`config.mk`:
```
export PLATFORM = sky130hd
export DESIGN_NAME = dmem_store_buffer
export DESIGN_NICKNAME = d
export VERILOG_FILES = /design/src/rtl/dmem_pkg.sv /design/src/rtl/dmem_store_buffer_sb_fifo.sv /design/src/rtl/dmem_store_buffer.sv
export SDC_FILE = /design/constraint.sdc
export NUM_CORES = 1
export LEC_CHECK = 0
export ABC_AREA = 1
export CAP_MARGIN = 20
export CORE_AREA = 2 2 150 152
export DETAILED_ROUTE_END_ITERATION = 16
export DIE_AREA = 0 0 152 154
export GPL_TIMING_DRIVEN = 0
export MAX_ROUTING_LAYER = met4
export PLACE_DENSITY = 0.72
export SYNTH_ARGS = -nofsm -noshare
export SYNTH_HDL_FRONTEND = slang
export SYNTH_HIERARCHICAL = 1
export SYNTH_SLANG_ARGS = --single-unit
export TNS_END_PERCENT = 1
```
`constraint.sdc`:
```
create_clock -name clk -period 4.4 [get_ports clk]
set_input_delay 0.66 -clock clk [delete_from_list [all_inputs] [get_ports clk]]
set_output_delay 0.66 -clock clk [all_outputs]
set_load 0.01 [all_outputs]
```
`src/rtl/dmem_pkg.sv`:
```
// ============================================================================
// Module : dmem_pkg
// Shared defaults, FSM encoding and sizing helper for the data-side store buffer.
// Rev    : 1.0  initial release
// ============================================================================
`default_nettype none

package dmem_pkg;

   localparam int unsigned c_DATA_W = 32;
   localparam int unsigned c_ADDR_W = 16;
   localparam int unsigned c_DEPTH  = 4;

   typedef enum logic [1:0] {
      ST_IDLE    = 2'd0,
      ST_RD_REQ  = 2'd1,
      ST_RD_WAIT = 2'd2
   } state_t;

   // Occupancy counter must represent 0..DEPTH inclusive.
   function automatic int unsigned cnt_w(input int unsigned depth);
      return $clog2(depth + 1);
   endfunction

endpackage

`default_nettype wire

```
`src/rtl/dmem_store_buffer_sb_fifo.sv`:
```
// ============================================================================
// Module : sb_fifo
// Circular store buffer with optional youngest-match lookup (STORE_FWD_EN).
// Rev    : 1.0  initial release
// ============================================================================
`default_nettype none

module sb_fifo
   import dmem_pkg::*;
#(
   parameter int unsigned DATA_W = c_DATA_W,
   parameter int unsigned ADDR_W = c_ADDR_W,
   parameter int unsigned DEPTH  = c_DEPTH
) (
   input  logic              clk,
   input  logic              rst,
   input  logic              i_push,
   input  logic [ADDR_W-1:0] i_push_addr,
   input  logic [DATA_W-1:0] i_push_data,
   input  logic              i_pop,
   output logic [ADDR_W-1:0] o_head_addr,
   output logic [DATA_W-1:0] o_head_data,
   output logic              o_empty,
   output logic              o_full
`ifdef STORE_FWD_EN
   ,
   input  logic [ADDR_W-1:0] i_lk_addr,
   output logic              o_lk_hit,
   output logic [DATA_W-1:0] o_lk_data
`endif
);

   localparam int unsigned PTR_W = $clog2(DEPTH);
   localparam int unsigned CNT_W = cnt_w(DEPTH);

   logic [ADDR_W-1:0] r_addr [DEPTH];
   logic [DATA_W-1:0] r_data [DEPTH];
   logic [PTR_W-1:0]  r_head;
   logic [PTR_W-1:0]  r_tail;
   logic [CNT_W-1:0]  r_cnt;
   logic              w_do_push;
   logic              w_do_pop;

   assign o_empty     = (r_cnt == '0);
   assign o_full      = (r_cnt == CNT_W'(DEPTH));
   assign w_do_push   = i_push & ~o_full;
   assign w_do_pop    = i_pop & ~o_empty;
   assign o_head_addr = r_addr[r_head];
   assign o_head_data = r_data[r_head];

   always_ff @(posedge clk) begin
      if (rst) begin
         r_head <= '0;
         r_tail <= '0;
         r_cnt  <= '0;
      end else begin
         if (w_do_push) r_tail <= r_tail + PTR_W'(1);
         if (w_do_pop)  r_head <= r_head + PTR_W'(1);
         r_cnt <= r_cnt + CNT_W'(w_do_push) - CNT_W'(w_do_pop);
      end
   end

   always_ff @(posedge clk) begin
      if (w_do_push) begin
         r_addr[r_tail] <= i_push_addr;
         r_data[r_tail] <= i_push_data;
      end
   end

`ifdef STORE_FWD_EN
   // Walk oldest to youngest so the last match seen is the youngest.
   always_comb begin
      o_lk_hit  = 1'b0;
      o_lk_data = '0;
      for (int i = 0; i < DEPTH; i++) begin
         if ((CNT_W'(i) < r_cnt) && (r_addr[r_head + PTR_W'(i)] == i_lk_addr)) begin
            o_lk_hit  = 1'b1;
            o_lk_data = r_data[r_head + PTR_W'(i)];
         end
      end
   end
`endif

endmodule

`default_nettype wire

```
`src/rtl/dmem_store_buffer.sv`:
```
// ============================================================================
// Module : dmem_store_buffer
// Posted-store buffer and load path in front of a shared single-port memory.
// Define STORE_FWD_EN to let loads bypass buffered stores with forwarding.
// Rev    : 1.0  initial release
// ============================================================================
`default_nettype none

module dmem_store_buffer
   import dmem_pkg::*;
#(
   parameter int unsigned DATA_W = c_DATA_W,
   parameter int unsigned ADDR_W = c_ADDR_W,
   parameter int unsigned DEPTH  = c_DEPTH
) (
   input  logic              clk,
   input  logic              rst,
   input  logic              i_req_valid,
   input  logic              i_req_we,
   input  logic [ADDR_W-1:0] i_req_addr,
   input  logic [DATA_W-1:0] i_req_wdata,
   output logic              o_req_ready,
   output logic              o_rsp_valid,
   output logic [DATA_W-1:0] o_rsp_rdata,
   input  logic              i_mem_gnt,
   output logic [ADDR_W-1:0] o_mem_addr,
   output logic [DATA_W-1:0] o_mem_wdata,
   output logic              o_mem_we,
   input  logic [DATA_W-1:0] i_mem_rdata,
   output logic              o_sb_empty,
   output logic              o_sb_full
);

   state_t            r_state;
   state_t            w_state_nxt;
   logic [ADDR_W-1:0] r_ld_addr;
   logic              r_rsp_valid;
   logic [DATA_W-1:0] r_rsp_rdata;

   logic [ADDR_W-1:0] w_head_addr;
   logic [DATA_W-1:0] w_head_data;
   logic              w_empty;
   logic              w_full;
   logic              w_pop;
   logic              w_load_ok;
   logic              w_st_acc;
   logic              w_ld_acc;
   logic              w_fwd_hit;
   logic [DATA_W-1:0] w_fwd_data;
   logic              w_in_wait;

`ifdef STORE_FWD_EN
   logic              w_lk_hit;
   logic [DATA_W-1:0] w_lk_data;

   assign w_load_ok  = 1'b1;
   assign w_fwd_hit  = w_lk_hit;
   assign w_fwd_data = w_lk_data;
`else
   assign w_load_ok  = w_empty;
   assign w_fwd_hit  = 1'b0;
   assign w_fwd_data = '0;
`endif

   sb_fifo #(
      .DATA_W (DATA_W),
      .ADDR_W (ADDR_W),
      .DEPTH  (DEPTH)
   ) u_fifo (
      .clk         (clk),
      .rst         (rst),
      .i_push      (w_st_acc),
      .i_push_addr (i_req_addr),
      .i_push_data (i_req_wdata),
      .i_pop       (w_pop),
      .o_head_addr (w_head_addr),
      .o_head_data (w_head_data),
      .o_empty     (w_empty),
      .o_full      (w_full)
`ifdef STORE_FWD_EN
      ,
      .i_lk_addr   (i_req_addr),
      .o_lk_hit    (w_lk_hit),
      .o_lk_data   (w_lk_data)
`endif
   );

   assign o_req_ready = ~rst & (r_state == ST_IDLE) & (i_req_we ? ~w_full : w_load_ok);
   assign w_st_acc    = i_req_valid & o_req_ready & i_req_we;
   assign w_ld_acc    = i_req_valid & o_req_ready & ~i_req_we;
   assign w_in_wait   = ~rst & (r_state == ST_RD_WAIT);

   // Memory read data lands in RD_WAIT and is passed straight to the core.
   assign o_rsp_valid = ~rst & (r_rsp_valid | (r_state == ST_RD_WAIT));
   assign o_rsp_rdata = w_in_wait ? i_mem_rdata : r_rsp_rdata;
   assign o_sb_empty  = w_empty;
   assign o_sb_full   = w_full;

   always_comb begin
      w_state_nxt = r_state;
      case (r_state)
         ST_IDLE:    if (w_ld_acc && !w_fwd_hit) w_state_nxt = ST_RD_REQ;
         ST_RD_REQ:  if (i_mem_gnt) w_state_nxt = ST_RD_WAIT;
         ST_RD_WAIT: w_state_nxt = ST_IDLE;
         default:    w_state_nxt = ST_IDLE;
      endcase
   end

   // A waiting load owns the port; otherwise the FIFO head is offered for drain.
   always_comb begin
      o_mem_we    = 1'b0;
      o_mem_addr  = '0;
      o_mem_wdata = '0;
      w_pop       = 1'b0;
      if (!rst) begin
         if (r_state == ST_RD_REQ) begin
            o_mem_addr = r_ld_addr;
         end else if (!w_empty) begin
            o_mem_we    = 1'b1;
            o_mem_addr  = w_head_addr;
            o_mem_wdata = w_head_data;
            w_pop       = i_mem_gnt;
         end
      end
   end

   always_ff @(posedge clk) begin
      if (rst) begin
         r_state     <= ST_IDLE;
         r_ld_addr   <= '0;
         r_rsp_valid <= 1'b0;
         r_rsp_rdata <= '0;
      end else begin
         r_state     <= w_state_nxt;
         r_rsp_valid <= w_ld_acc & w_fwd_hit;
         if (w_ld_acc) r_ld_addr <= i_req_addr;
         if (w_ld_acc && w_fwd_hit) r_rsp_rdata <= w_fwd_data;
         else if (r_state == ST_RD_WAIT) r_rsp_rdata <= i_mem_rdata;
      end
   end

endmodule

`default_nettype wire

```
==> impl_metrics.csv, run 1 <==
group,metric,value,unit
run_status,status,"finished, final reports clean",
critical_path,ff2ff_setup_slack,0.93,ns
sta,setup_viol,0,
pwr,vdd_drop_max,235.6,uV
synthesis,synth_fp_nets,1057,
cts,cts_buffer_depth,3,
synthesis,syn_area,0.01032,sq mm
pwr,p_leak,4.929,nW
cells_and_area,nets,1258,
critical_path,cpPeakStageDelay,0.61,ns
cells_and_area,antennaDiodeCount,0,
critical_path,critPathBufInv,6,
cells_and_area,fin_cells,1465,
cells_and_area,areaGrowthSynthToFinish,29.79,%
critical_path,cp-end-kind,"output pin",
sta,finalHoldViolations,0,
critical_path,slowest_stage,"clkdlybuf4s50_1",
critical_path,reg2reg_depth,11,
drt,wl_met2,11.88,mm
critical_path,r2r-start,"u_fifo/r_cnt[1]",
pwr,seq_power_share,49.4,%
sta,slew_violations,0,
cts,htreeDepth,1,
cts,clk_pin_slew,0.06,ns
synthesis,async_flop_share,0,%
sta,worst_slew_pin_slew,0.8826,ns
synthesis,syn_area_per_cell,10.70,sq um
cells_and_area,drive_gt1_share,10.21,%
drt,highest_layer,"met4",
min_path,min_from,"r_rsp_rdata[18]",
synthesis,synth_cell_types,29,
pwr,switching_share,20.77,%
grt,antenna_found_initial,0,
critical_path,crit_family,"buffers and inverters",
critical_path,crit_type,"in2out",
drt,ant_nets,0,
drt,post_drt_wl_per_cell,16.62,microns
critical_path,worstReg2RegEnd,"u_fifo/r_addr[1][15]",
floorplanning,ios,170,
sta,period_share,85.63,%
floorplanning,row_count,54,
synthesis,yosysWarnings,6,
floorplanning,die_h,154,microns
pwr,clkPwrFrac,43.0,%
cts,post_cts_resized,0,
critical_path,critPathArrivalTime,3.11,ns
floorplanning,die_w,152,microns
grt,grt_pass1_vias,7176,
critical_path,cp.required,3.74,ns
drt,routed_wl,24.35,mm
pwr,p_int,4.188,mW
synthesis,syn_inst,965,
pwr,comb_power_share,7.6,%
cts,cts-root-buf,"clkbuf_16",
place,place_congestion,0.8244,
drt,m1WireLength,10.14,mm
drt,drtIter0Drc,478,
cts,numCtsBuffers,26,
drt,wl_met3,1.879,mm
drt,vias,7441,
min_path,min_to,"r_rsp_rdata[18]",
sta,min_period,3.768,ns
place,place_inst,1418,
critical_path,critPathMaxFanout,10,
sta,slew_headroom,41.02,%
floorplanning,start_util,47.60,%
grt,grt_util_all_layers,20.91,%
floorplanning,die_area,0.02341,sq mm
synthesis,ys.flop_type,"edfxtp_1",
min_path,hold_depth,2,
drt,drc,0,
flow_run,max-cap-violations,0,
synthesis,ys_ff_latch,251,
synthesis,synth_commonest_cells,"edfxtp_1 (192), o21ai_0 (168), nor2_1 (154)",
synthesis,synth_top_cell_area_share,55.85,%
place,dpl.hpwl,16.00,mm
synthesis,synthTopCellsByArea,"edfxtp_1 (56%), dfxtp_1 (11%), o21ai_0 (8.1%), nor2_1 (5.6%), inv_1 (4.5%)",
synthesis,ys_seq_area_share,67.29,%
sta,fmax,265.4,MHz
drt,dr.pass1.iters,8,
critical_path,start_kind,"input pin",
synthesis,synth.most_common_cell,"edfxtp_1",
min_path,min_path_type,"reg2reg",
cts,tritoncts,"built",
grt,gr-total-overflow,0,
cts,cts_sinks,251,
grt,grt_start_max_net_pins,28,
sta,clock_skew,0.007546,ns
critical_path,crit_chain,"clkdlybuf4s50_1, inv_2, buf_6, nand2_1, inv_2, buf_2, nand2_1, o21ai_0, clkdlybuf4s50_1",
pwr,power_density,394.5,mW/mm^2
pwr,switchingPower,1.098,mW
pwr,power.total,5.286,mW
cts,clkLatencyLatePin,0.51,ns
grt,grt_pass1_wl,37.82,mm
drt,vias_per_cell,5.079,
synthesis,synth_edf_count,192,
sta,layout_setup_ws,0.6323,ns
cts,ctsHoldBuffers,0,
sta,rsz0062_at_grt,"false",
floorplanning,core,0.02169,sq mm
place,port-buffer-count,168,
place,place_worst_setup_slack,0.3612,ns
cts,cts_setup_buffers,0,
synthesis,yosys.area.top_type,"edfxtp_1",
## worst max-delay path by stage
stage | start | endpoint | slack (ns) | cells past startpoint
3_5_place_dp | rst | u_fifo/r_data[1][23] | 0.36 | 11
4_1_cts | rst | o_mem_addr[12] | 0.58 | 9
5_1_grt | rst | o_mem_addr[11] | 0.45 | 9
6_report | rst | o_mem_addr[13] | 0.63 | 9
2_1_floorplan | rst | u_fifo/r_addr[0][0] | 0.21 | 9
3_3_place_gp | rst | u_fifo/r_data[3][5] | -2.26 | 10
## area by class of cell
type                            count  area [sq um]
Clock buffer                       30         686.9
Fill cell                        1748          8289
Clock inverter                     17         211.5
Timing Repair Buffer              173          1797
Multi-Input combinational cell    524          2547
Buffer                             53         340.3
Tap cell                          280         350.3
Sequential cell                   251          6947
Inverter                          137         519.2
## metrics by stage
| step | area [sq um] | hold slack [ns] | setup TNS, ns | utilization, % |
|---|---|---|---|---|
| 3_5_place_dp | 12500 | 0.4597 | 0 | 57.64 |
| 4_1_cts | 13400 | 0.4731 | 0 | 61.78 |
| 5_1_grt | 13400 | 0.4866 | 0 | 61.78 |
| 6_report | 13400 | 0.4685 | 0 | 61.78 |
| 3_3_place_gp | 12360 | 0.4555 | -406.49 | 56.97 |
| 2_1_floorplan | 10320 | 0.4436 | 0 | - |
## routing by layer
layer  up-vias  global-route usage [%]
met2       295                   35.33
li1       3670                       -
met4         0                   5.118
met5         -                       -
met1      3441                   26.04
met3        35                   4.228
## cell families after synthesis
| family | Yosys count | share of synthesized area (%) |
|---|---|---|
| adders and majority gates | 7 | 0.9211 |
| buffers and inverters | 190 | 8.326 |
| and+or+nand+nor | 286 | 11.68 |
| DFF | 251 | 67.29 |
| AOI/OAI and AO/OA | 231 | 11.78 |
## worst register-to-register path, delay by kind of cell (launching register included)
family | cells | cell delay, ns
AOI/OAI and AO/OA | 1 | 0.18
buffers and inverters | 3 | 0.74
and+or+nand+nor | 7 | 1.93
DFF | 1 | 0.32
## flip-flops by register name, indices dropped and copies added, names as in the netlist, named ones only
name	count
u_fifo/r_data	128
r_state	2
u_fifo/r_cnt	3
r_rsp_rdata	32
r_ld_addr	16
u_fifo/r_head	2
u_fifo/r_tail	2
u_fifo/r_addr	64
## layout by cell type (no fill, tap or decap), drive strengths merged, types with 6 or more instances in the layout
cell type / netlist / layout
buf: 31 / 36
clkbuf: 22 / 52
clkdlybuf4s50: 0 / 168
clkinv: 1 / 10
dfxtp: 59 / 59
edfxtp: 192 / 192
ha: 6 / 6
inv: 136 / 136
nand2: 99 / 99
nand4: 16 / 16
nor2: 166 / 166
o21ai: 178 / 178
o22ai: 48 / 48
## power by group through the flow
stage | Sequential (mW) | Combinational [mW] | Clock [mW]
final | 2.61 | 0.400 | 2.27
after global routing | 2.61 | 0.440 | 2.39
after CTS | 2.61 | 0.403 | 2.31
after detailed placement | 2.66 | 0.399 | 0
after global placement | 2.66 | 0.388 | 0
after floorplan | 2.66 | 0.178 | 0
Note: power is estimated with default switching activity, not from simulation.
==> run 2: changes to the inputs <==
--- a/config.mk
+++ b/config.mk
@@ -13,6 +13,7 @@
 export GPL_TIMING_DRIVEN = 0
 export MAX_ROUTING_LAYER = met4
 export PLACE_DENSITY = 0.72
+export SKIP_CTS_REPAIR_TIMING = 1
 export SYNTH_ARGS = -nofsm -noshare
 export SYNTH_HDL_FRONTEND = slang
 export SYNTH_HIERARCHICAL = 1
==> results of run 2 <==
Final layout, timing and power as in run 1 (identical DEF).
==> edit (config.mk and constraints of run 1) <==
`c_DATA_W`: 32 -> 28.
--- a/src/rtl/dmem_pkg.sv
+++ b/src/rtl/dmem_pkg.sv
@@ -8,5 +8,5 @@
 package dmem_pkg;
 
-   localparam int unsigned c_DATA_W = 32;
+   localparam int unsigned c_DATA_W = 28;
    localparam int unsigned c_ADDR_W = 16;
    localparam int unsigned c_DEPTH  = 4;
Ports: changed (resized i_mem_rdata, i_req_wdata, o_mem_wdata and o_rsp_rdata); port bits go from 170 to 154. The function was not compared with the original's and may differ.
==> edit against run 1 <==
Worst setup slack better by 0.20 ns; synthesized cell count down 7.3%; clock skew up 0.0045 ns; combinational power down 5.5%; synthesized area down 7.3%; sequential cell count down 20; fmax up 5.7%; global-route usage down 1.4 points; routed wire length down 6.9%; total power down 10%; design area down 8.0%.
==> edit: results (changes against run 1) <==
Nets: 1,162 (-7.6%)
syn_nets: 979 (-7.4%)
Post-Route WL: 22.7 mm (-6.9%)
Max-slew headroom: 41.8% (+0.74 points)
Num CTS Buffers: 25 (-3.8%)
global-route wire length before repair: 35.6 mm (-5.8%)
Pint: 3.72 mW (-11%)
sequential fraction of the synthesis area: 66.7% (-0.56 points)
pre-CTS setup slack: 0.343 ns (-0.0177 ns)
outcome: finished clean
Worst Skew: 0.0121 ns (+0.00452 ns)
Vias/cell: 4.99 (-1.7%)
Largest regs: u_fifo/r_data (112), u_fifo/r_addr (64), r_rsp_rdata (28)
vias in the first global route: 6,828 (-4.8%)
All-Layer GR Usage: 19.6% (-1.4 points)
Max VDD drop: 250 uV (+6.0%)
top cells by count, synth: edfxtp_1, o21ai_0, nor2_1, inv_1, nand2_1
Leak: 4.54 nW (-8.0%)
Area contributors post-synth: edfxtp_1, dfxtp_1, o21ai_0
Post-synth EDFFs: 176 (-8.3%)
layout cells sized above 1: 10.8% (+0.57 points)
# port buffers: 152 (-9.5%)
GP Congestion: 0.804 (-2.5%)
hpwl dp: 15.3 mm (-4.3%)
DR iter-0 viols: 322 (-33%)
[edit: routing by layer]
metal / vias up / wire [um] / track usage [%]
met5: - / 0 / -
met4: 0 / 405 / 4.63
met3: 35 / 1950 / 4.76
met2: 252 / 10900 / 32.7
met1: 3194 / 9370 / 24.1
li1: 3381 / - / -
[edit: kinds of logic (layout without fill, tap and decap cells)]
group | Yosys count | after routing | synth area share, %
buffers and inverters | 176 | 376 | 8.01
AO/OA/AOI/OAI | 211 | 211 | 12.3
flip-flops | 231 | 231 | 66.7
adder cells (fa/ha/maj) | 7 | 7 | 0.994
AND/OR/NAND/NOR | 270 | 270 | 12.0
[edit: stage by stage]
stage	instances	cell area, um2
3_5_place_dp	1331	11600
2_1_floorplan	895	9570
6_report	1375	12300
3_3_place_gp	1327	11400
5_1_grt	1375	12300
4_1_cts	1375	12300
[edit: final timing paths]
path	startpoint	to	slack, ns
min reg2reg	r_rsp_rdata[15]	r_rsp_rdata[15]	0.47
max	rst	o_mem_addr[13]	0.84
max reg2reg	u_fifo/r_cnt[1]	u_fifo/r_data[1][2]	0.92
min	r_rsp_rdata[15]	r_rsp_rdata[15]	0.47
[edit: final cells by class]
class | count | share of cell area [%]
flip-flops and latches | 231 | 51.8
multi-input cells | 488 | 19.9
repair buffers | 156 | 13.1
clock buffers | 31 | 5.26
inverters | 129 | 3.97
well taps | 280 | 2.84
plain buffers | 47 | 2.25
clock inverters | 13 | 0.974
[edit: worst register-to-register path, cell delays in order, from the launching register on]
cell     delay [ns]
dfxtp_1        0.32
nor2_1         0.15
nand2_1        0.14
inv_1          0.16
o21ai_1        0.17
nor2_8         0.20
buf_2          0.25
nand2_1        0.07
nor2_1         0.34
nand2_1        0.35
nor2_4         0.76
buf_16         0.26
[edit: power by group through the flow]
| stage | registers (mW) | clock network (mW) | logic, mW |
|---|---|---|---|
| floorplan | 2.45 | 0 | 0.171 |
| global placement | 2.45 | 0 | 0.365 |
| detailed placement | 2.45 | 0 | 0.379 |
| CTS | 2.40 | 2.01 | 0.383 |
| global route | 2.41 | 2.09 | 0.417 |
| finish | 2.40 | 1.96 | 0.378 |
